===== src/rtl/counter_pkg.sv =====
// Shared counter constants: default width and the reset polarity used by blocks on this reset convention.
package counter_pkg;
    localparam int unsigned COUNTER_WIDTH_DEFAULT = 4;
    localparam logic        RESET_ACTIVE          = 1'b0;
endpackage


===== src/rtl/counter_4bit.sv =====
// Free-running up-counter with synchronous enable and synchronous active-low reset; out updates one cycle after inputs are sampled.
// tc flags the all-ones state while enabled, so a following stage can be cascaded off it.
module counter_4bit
    import counter_pkg::*;
#(
    parameter int unsigned WIDTH = COUNTER_WIDTH_DEFAULT
) (
    input  logic             clock,
    input  logic             reset,
    input  logic             enable,
    output logic [WIDTH-1:0] out,
    output logic             tc
);

    logic [WIDTH-1:0] cnt;

    always_ff @(posedge clock) begin
        if (reset == RESET_ACTIVE) begin
            cnt <= '0;
        end else if (enable) begin
            cnt <= cnt + WIDTH'(1);
        end
    end

    assign out = cnt;

    // Gated by reset so a cascaded stage never counts while this one is being cleared.
    assign tc = (reset != RESET_ACTIVE) && enable && (cnt == {WIDTH{1'b1}});

    a_incr: assert property (@(posedge clock)
        (reset != RESET_ACTIVE) && enable |=> out == ($past(out) + WIDTH'(1)));
    a_hold: assert property (@(posedge clock)
        (reset != RESET_ACTIVE) && !enable |=> out == $past(out));
    a_clear: assert property (@(posedge clock)
        (reset == RESET_ACTIVE) |=> out == '0);

endmodule


===== config.mk =====
export PLATFORM = sky130hd
export DESIGN_NAME = counter_4bit
export DESIGN_NICKNAME = d
export VERILOG_FILES = /design/src/rtl/counter_pkg.sv /design/src/rtl/counter_4bit.sv
export SDC_FILE = /design/constraint.sdc
export NUM_CORES = 1
export LEC_CHECK = 0
export CAP_MARGIN = 40
export CORE_AREA = 8 8 45 47
export DETAILED_ROUTE_END_ITERATION = 10
export DIE_AREA = 0 0 53 55
export HOLD_SLACK_MARGIN = 0.1
export MAX_ROUTING_LAYER = met4
export PLACE_DENSITY = 0.36
export RECOVER_POWER = 25
export SLEW_MARGIN = 20
export SYNTH_ARGS = -nofsm -noshare
export SYNTH_HDL_FRONTEND = slang
export SYNTH_SLANG_ARGS = --single-unit

===== constraint.sdc =====
create_clock -name clock -period 2.3 [get_ports clock]
set_input_delay 0.345 -clock clock [delete_from_list [all_inputs] [get_ports clock]]
set_output_delay 0.345 -clock clock [all_outputs]
set_load 0.01 [all_outputs]

Word-level counts from Yosys, hierarchy flattened
Cells that the tools add are included.

cells by class
  $add $sub $neg = 1
  eq/ne operators = 1
  reductions and logical operators = 2

operator list
  kind                                                            number
  4-bit by 1-bit adder with 4-bit output (second input constant)  1
  4-bit equality test (second input constant)                     1
  1-bit logical AND                                               2

word-level totals
  register bits = 4
  input bits = 3
  output and inout bits = 5

Logic depth before layout (Yosys ltp)
  depth in word-level cells = 2
  depth in mapped cells = 3

Worst setup path before layout
Ideal clock, no wire load.

  kind = reg-to-output
  start point = reg cnt[0], in the netlist out[0]
  end point = out tc
  arrival = 841 ps
  required time = 1955 ps
  path slack = 1114 ps
  cell stages (with the launch flop) = 4
  path through = dfxtp_1 > ha_1 > nand3_1 > nor2_1

on the way
  word-level cells in the longest chain between the ends = 2

ends and longest elaborated chain
  what                    line                text
  start, declared         counter_4bit.sv:15  logic [WIDTH-1:0] cnt;
  start signal, assigned  counter_4bit.sv:21  cnt <= cnt + WIDTH'(1);
  4-bit equality test     counter_4bit.sv:28  assign tc = (reset != RESET_ACTIVE) && enable && (cnt == {WIDTH{1'b1}});
  1-bit logical AND       counter_4bit.sv:28
  end, declared           counter_4bit.sv:12  output logic tc

Every way passes these cells.

Final worst setup path
  start point = in enable
  end point = out tc

on the way
  word-level cells in the longest chain between the ends = 2

ends and longest elaborated chain
  what                            line                text
  start, declared                 counter_4bit.sv:10  input logic enable,
  1-bit logical AND (2 in a row)  counter_4bit.sv:28

Every way passes these cells.

==> results by group <==
Floorplanning
  • Core area: ~1400 sq um
  • Row cnt: 14
  • Initial Util: between 10% and 20%
  • I/O pins: 8
  • Die Span X: 53 um
  • Die ar.: a little under 3000 sq um
  • Die Y: between 50 and 60 um

Logic synthesis
  • Flops & latches, synth: 4
  • Synth area leaders: dfxtp_1, mux2i_1, ha_1
  • Post-synth top area cell: dfxtp_1
  • Mean post-synth cell area: just under 10 sq um
  • Number of flops mapped to enable cells by yosys: 0
  • Synth unique cells: 14
  • Count leader, synth: dfxtp_1
  • Yosys top cell area share: 42.4%
  • Synth Warn #: 0
  • Synth Flop Type: dfxtp_1
  • Synthesized area: 189 sq um
  • Seq/Total Area, Yosys: a little over two fifths
  • Synth Net Count: 23
  • Most instantiated cells after synthesis: dfxtp_1, mux2i_1, nand2_1
  • Cell count after synthesis: 19
  • Async SR Flop Fraction: 0%

Drt
  • Vias per cell: roughly 3.8
  • Pre-Repair DR Iteration Count: 2
  • Final antenna-violating net count: 0
  • DR WL/cell: about 11 um
  • 1st-iter DRT viols: 5
  • # DRC: 0
  • Via Count: ~170
  • Total Wirelength: 473 um

Placement
  • Post-place instance area: ~280 sq um
  • Port bufs: 7
  • Routability cong.: about 0.60
  • Detailed placer's ending HPWL: between 300 and 400 um

Pwr
  • Pwr Total: between 150 and 200 uW
  • P_leak: 0.000124 uW
  • PD cells: around 630 nW/um^2
  • Max rail drop VDD: 0.138 mV

STA
  • Setup Skew: 0.458 ps
  • Setup_tns: 0 ps
  • Final period util: between 90 and 100%
  • Max frequency: 476 MHz
  • Slew HR: a little over four fifths
  • RSZ-0062 raised after global routing: false
  • Final Hold Viols: 0
  • Fin crit period: 2100 ps
  • Final setup viols: 0
  • Final Max Slew Viols: 0
  • Worst-margin pin slew: ~250 ps

Global routing
  • Antenna violations before repair: 0
  • Vias in the first global route: around 180
  • Gr ovfl total: 0
  • Gr usage total: 4.00%
  • Largest net degree at the start of global routing: 7
  • First-pass GRT wire length: between 700 and 800 um

Cells and area
  • Syn-to-layout area delta: 59.6%
  • Design area: roughly 300 sq um
  • N_diodes: 0
  • Final #Nets: 35
  • Share of cells above drive strength 1: ~14%
  • Max reg flops: 4

Run status
  • Status: finished, final reports clean

Worst setup path
  • WS Path Type: primary input to primary output
  • Critical path required time: 1960 ps
  • Worst setup SP type: primary input
  • Critical Path End Type: primary output
  • Reg2Reg Depth: 3
  • Critical path peak fanout: 6
  • CP arrival: roughly 1800 ps

Hold path
  • Min-Delay Path Depth: 2
  • Hold Path Class: register to register

CTS
  • Reg clk slew, reported paths: approximately 40 ps
  • Inserted Clock Buffers: 3
  • Clock Sinks: 4
  • CTS Buffer Depth: 2
  • Clock latency on the worst-skew pair: ~230 ps
  • CTS tree: done
  • Root buf cell: clkbuf_4
  • Cts-stage hold buffer count: 0
  • CTS H-tree depth: 1
  • # resized after CTS: 0
  • Postcts setup bufs: 0

Run
  • Max cap viols: 0
==> stage by stage <==
step           worst slack [ps]  hold WS (ps)  cells  util (%)
2_1_floorplan              1110           462     19         -
3_3_place_gp                280           484     42      20.2
3_5_place_dp                265           496     42      20.2
4_1_cts                     263           502     45      21.8
5_1_grt                     149           551     45      21.8
6_report                    199           492     45      21.8
==> worst paths after layout <==
path | slack (ps) | end | from
hold reg to reg | 490 | out[3] | out[3]
setup / recovery | 200 | tc | enable
hold / removal | 490 | out[3] | out[3]
setup reg to reg | 1260 | out[2] | out[0]
==> placed cells by master (no fill, tap or decap), drive strengths merged <==
cell type	instances
a21boi	1
and2	1
and3b	1
clkbuf	3
clkdlybuf4s50	6
dfxtp	4
dlygate4sd3	1
ha	1
mux2i	2
nand2	2
nand3	1
nand4	1
nor2	1
nor2b	1
o21a	1
or2b	1
xor2	1
==> routing by layer <==
metal	global-route usage, %	wire, um	vias up
met1	4.56	259	74
li1	-	-	87
met5	-	0	-
met3	3.21	68	0
met2	3.32	144	8
met4	5.17	0	0
==> cell type report <==
type                       count  area [sq um]
clock buffer                   3          22.5
fill                         150          1080
timing repair buffer           7          70.1
tap                           16          20.0
multi-input combinational     15           109
sequential                     4          80.1
==> where the power goes <==
group,total [uW],internal (uW),switching [uW],leakage [uW]
clock,88.0,58.4,29.6,0.0000138
combinational,24.3,14.7,9.65,0.0000774
sequential,78.1,73.6,4.49,0.0000326
==> cell families after synthesis <==
group	after synthesis	share of synthesized area, %
compound gates	2	7.95
simple gates	9	27.8
mux	2	10.6
flops	4	42.4
xor+xnor	1	4.64
fa+ha+maj	1	6.62
==> worst max-delay path, cell delays in order <==
cell and delay, ps:
dlygate4sd3_1 670, nand2_1 80, nor2_1 120, clkdlybuf4s50_1 540
Note: power is estimated with default switching activity, not from simulation.
==> RTL edit 1 (same flow settings) <==
The package constant `COUNTER_WIDTH_DEFAULT` goes from 4 to 6.
--- a/src/rtl/counter_pkg.sv
+++ b/src/rtl/counter_pkg.sv
@@ -1,6 +1,6 @@
 // Shared counter constants: default width and the reset polarity used by blocks on this reset convention.
 package counter_pkg;
-    localparam int unsigned COUNTER_WIDTH_DEFAULT = 4;
+    localparam int unsigned COUNTER_WIDTH_DEFAULT = 6;
     localparam logic        RESET_ACTIVE          = 1'b0;
 endpackage
 
Interface: changed (resized out); port bits go from 8 to 10. No check against the original RTL was run, so the function may have changed too.
==> RTL edit 1 against the unedited design <==
- final area rose by 32%
- count of clock-buffer cells in the layout did not move
- critical path depth did not move
- non-clock buffer count rose by 3
- synthesized area rose by 39%
- register-to-register slack got worse by 120 ps
- total power rose by 22%
- utilization rose by 7.1 points
- largest power group is now registers
- wire length rose by 30%
- sequential cell count rose by 2
- first-iteration DRC count fell by 40%
- clock power rose by 7.2%
- setup slack improved by 68 ps
==> RTL edit 1: results (changes against the unedited design) <==
** Placed design
- The cell count after placement came to 52 (+24%).
- Last weighted congestion value of the routability-driven placer :: 0.6554 (+9.1%)
- Count of buffers from port buffering :: 9 (+2)
- The post-placement cell area is 380.4 um^2 (+36%).
- The half-perimeter wire length of the detailed placement result came to 483.7 um (+42%).
- The setup slack at placement came to 269.7 ps (+4.782 ps).

** Drt
- The amount of wire on met2 after detailed routing is 235 um (+63%).
- Wire length per cell after detailed routing :: 11.18 um (+6.4%)
- The met3 layer wire length in the routed design is 59 um (-13%).
- The detailed router's first-iteration violation count came to 3 (-2).
- The detailed-routing wirelength on met1 was 312 um (+20%).
- Total number of vias :: 228 (+35%)
- In this run the top signal layer used is met4.

** Clock tree
- Post-CTS Setup Repair Bufs :: 0 (unchanged)

** Global route
- The global routing usage summed across all routing layers came to 5.690% (+1.7 points).
- The global-route track usage on met1 came to 6.240% (+1.7 points).
- Wire length of the first global-routing pass :: 1069 um (+46%)
- The fraction of met2 tracks used by global routing came to 6.445% (+3.1 points).
- The maximum number of pins on one net before global-route repair came to 8 (+1).
- The via count of the first global-routing pass was 243 (+38%).

** Yosys
- Portion of netlist area occupied by mux cells :: 3.810% (-6.8 points)
- The synthesized-area fraction occupied by ao, oa, aoi and oai cells came to 4.762% (-3.2 points).
- The adder-cell share of the synthesized area was 4.762% (-1.9 points).
- The post-synthesis share of cell area spent on xor and xnor gates was 13.33% (+8.7 points).
- Post-Syn Instances :: 26 (+7)
- The net count of the mapped netlist is 30 (+30%).
- Share of the yosys chip area belonging to registers :: 45.71% (+3.3 points)
- Number of distinct library cells after synthesis :: 15 (+1)

** Setup path
- Worst stage delay on the critical path :: 540 ps (-130 ps)
- The worst register-to-register path begins at out[2].
- Reg2Reg Setup Slack :: 1140 ps (-120 ps)
- Worst r2r dst :: out[5]
- Crit Path Max Fanout :: 2 (-4)
- The worst path arrival time is 1690 ps (-70 ps).

** STA
- The worst setup skew after layout is 4.194 ps (+3.736 ps).
- The fmax came to 491.9 MHz (+3.4%).
- Worst relative slew slack :: 85.42% (+2.1 points)

** Status
- The flow ran to the end, and the final reports show no timing, DRC or antenna violations.

** Power
- The worst-case vdd ir drop was 259.0 uV (+88%).
- Cell internal power dissipation :: 0.0001817 W (+24%)
- Power density of the placed cells :: 579.6 nW/um^2 (-8.2%)
- Relative contribution of combinational cells to total power :: 10.5% (-2.3 points)
- Leakage dissipation :: 0.1561 nW (+26%)

** Finish
- Share of final-layout standard cells stronger than drive strength 1 :: 10.26% (-3.5 points)
- Largest register FFs :: 6 (+2)
- Seq. cell area :: 120.1 um^2 (+50%)
- Number of filler cells placed in the layout :: 154 (+2.7%)

** Hold path
- Startpoint of the worst hold path :: out[5]
[RTL edit 1: cell count changes in the layout (fill, tap and decap cells not counted), sizes merged, moves of 2 or more]
cell / before / now
xnor2: 0 / 3
clkdlybuf4s50: 6 / 8
and2: 1 / 4
dfxtp: 4 / 6
[RTL edit 1: worst min path at each step]
stage | endpoint | slack [ps] | cells past startpoint
2_1_floorplan | out[0] | 470 | 1
3_5_place_dp | out[5] | 520 | 2
6_report | out[5] | 520 | 2
4_1_cts | out[5] | 530 | 2
5_1_grt | out[5] | 590 | 2
3_3_place_gp | out[5] | 490 | 2
[RTL edit 1: worst min-delay path: stages (launching register included)]
cell and delay (ps):
sky130_fd_sc_hd__dfxtp_1 330, sky130_fd_sc_hd__o21ai_0 80, sky130_fd_sc_hd__a21boi_1 60
[RTL edit 1: final cells by class]
type                       instances  area share [%]
multi-input combinational         20           35.74
sequential                         6           30.09
tap                               16           5.016
timing repair buffer              10           23.51
clock buffer                       3           5.643
==> RTL edit 2 (same flow settings) <==
Made on the original files. Register the input `enable` before use, without a reset. The logic sees it one clock later. Comments in the files are not updated.
--- a/src/rtl/counter_4bit.sv
+++ b/src/rtl/counter_4bit.sv
@@ -12,12 +12,18 @@
     output logic             tc
 );
 
+    logic enable_q;
+
+    always_ff @(posedge clock) begin
+        enable_q <= enable;
+    end
+
     logic [WIDTH-1:0] cnt;
 
     always_ff @(posedge clock) begin
         if (reset == RESET_ACTIVE) begin
             cnt <= '0;
-        end else if (enable) begin
+        end else if (enable_q) begin
             cnt <= cnt + WIDTH'(1);
         end
     end
@@ -25,12 +31,12 @@
     assign out = cnt;
 
     // Gated by reset so a cascaded stage never counts while this one is being cleared.
-    assign tc = (reset != RESET_ACTIVE) && enable && (cnt == {WIDTH{1'b1}});
+    assign tc = (reset != RESET_ACTIVE) && enable_q && (cnt == {WIDTH{1'b1}});
 
     a_incr: assert property (@(posedge clock)
-        (reset != RESET_ACTIVE) && enable |=> out == ($past(out) + WIDTH'(1)));
+        (reset != RESET_ACTIVE) && enable_q |=> out == ($past(out) + WIDTH'(1)));
     a_hold: assert property (@(posedge clock)
-        (reset != RESET_ACTIVE) && !enable |=> out == $past(out));
+        (reset != RESET_ACTIVE) && !enable_q |=> out == $past(out));
     a_clear: assert property (@(posedge clock)
         (reset == RESET_ACTIVE) |=> out == '0);
 
Check against the original RTL: not equivalent (Yosys sat finds a counterexample within 4 cycles, from zero or initial values and one cycle with reset low).
==> RTL edit 2 against the unedited design <==
- combinational power shrank 3%
- utilization rose by 2.0 points
- final area increased by 9.1%
- synthesized area increased by 11%
- sequential cell count is 1 higher
- die area unchanged
- count of clock-buffer cells in the layout is 1 higher
- sequential share of layout area grew 3.9 points
- total power rose by 16%
- global-route usage is 0.11 points higher
- setup slack improved by 210 ps
- wire length shrank 1.3%
- critical path type is now reg -> out
- largest cell class unchanged
==> RTL edit 2: results (changes against the unedited design) <==
** Finish
- Share of final-layout standard cells stronger than drive strength 1 :: 12.50% (-1.3 points)
- The final-layout fill cell count was 161 (+7.3%).
- The number of nets in the final layout is 37 (+5.7%).

** Placed design
- Worst setup slack after placement :: 404.3 ps (+139.4 ps)
- Cell area reported after detailed placement :: 306.5 um^2 (+9.9%)
- Placed Cells incl. Taps :: 44 (+4.8%)
- The half-perimeter wire length of the detailed placement result came to 361.5 um (+5.8%).
- The weighted congestion at the end of routability-driven global placement was 0.6485 (+7.9%).

** Yosys
- By area the synthesized netlist is led by sky130_fd_sc_hd__dfxtp_1 48%, sky130_fd_sc_hd__mux2i_1 9.6%, sky130_fd_sc_hd__ha_1 6.0%.
- Share of the yosys chip area belonging to registers :: 47.90% (+5.5 points)
- The net count of the mapped netlist was 24 (+4.3%).
- The instance count of the mapped netlist is 20 (+1).
- Top cell types by occurrence after synthesis :: 5 x sky130_fd_sc_hd__dfxtp_1, 2 x sky130_fd_sc_hd__mux2i_1, 2 x sky130_fd_sc_hd__nand2_1

** Drt
- Average vias per placed instance :: 3.708 (-1.3%)
- Detailed Routing Iterations Pass 1 :: 1 (-1)
- Total number of vias :: 178 (+5.3%)
- The detailed router's first-iteration violation count is 0 (-5).
- The post-detailed-routing wire length came to 467 um (-1.3%).

** Global route
- The global-route wire length before repair is 793 um (+8.5%).
- Global-route usage over all layers :: 4.108% (+0.11 points)
- Vias in the first global route :: 213 (+21%)

** Setup path
- On the critical path, the stage with the largest delay is an instance of sky130_fd_sc_hd__clkdlybuf4s50_1.
- The worst path arrival time is 1550 ps (-210 ps).
- In this run the worst setup path begins at out[0].
- The peak per-stage delay on the critical path was 550 ps (-120 ps).
- Crit Path Max Fanout :: 4 (-2)
- CP delay by family, top :: buffers and inverters

** Power
- Total sequential power :: 0.0000978 W (+25%)
- Power density of the placed cells :: 672.1 nW/um^2 (+6.4%)
- Relative contribution of combinational cells to total power :: 10.6% (-2.2 points)
- Cell internal power dissipation :: 0.0001724 W (+17%)
- The worst-case vdd ir drop came to 265.5 uV (+92%).

** Status
- The run finished with clean final reports.

** STA
- The fmax was 528.3 MHz (+11%).
- Maximum clock skew at final layout :: 0.3270 ps (-0.1310 ps)
## RTL edit 2: cell type report
cell class,instances,area (um^2),share of cell area [%]
flip-flops and latches,5,100.1,30.42
well taps,16,20.02,6.084
multi-input cells,15,108.9,33.08
repair buffers,8,73.82,22.43
clock buffers,4,26.28,7.985
## RTL edit 2: routing by layer
metal / up-vias / share of wire (%) / global-route usage (%)
li1: 92 / - / -
met5: - / 0 / -
met1: 78 / 54 / 4.097
met3: 0 / 7.7 / 1.872
met4: 0 / 0 / 5.172
met2: 8 / 39 / 5.273
## RTL edit 2: kinds of logic (layout without fill, tap and decap cells)
| group | after synthesis | after routing | synth area share, % |
|---|---|---|---|
| AOI/OAI and AO/OA | 2 | 2 | 7.188 |
| buffers and inverters | 0 | 12 | 0 |
| DFF | 5 | 5 | 47.91 |
| and+or+nand+nor | 9 | 9 | 25.15 |
| adders and majority gates | 1 | 1 | 5.987 |
| muxes | 2 | 2 | 9.581 |
| xor gates and xnor gates | 1 | 1 | 4.192 |
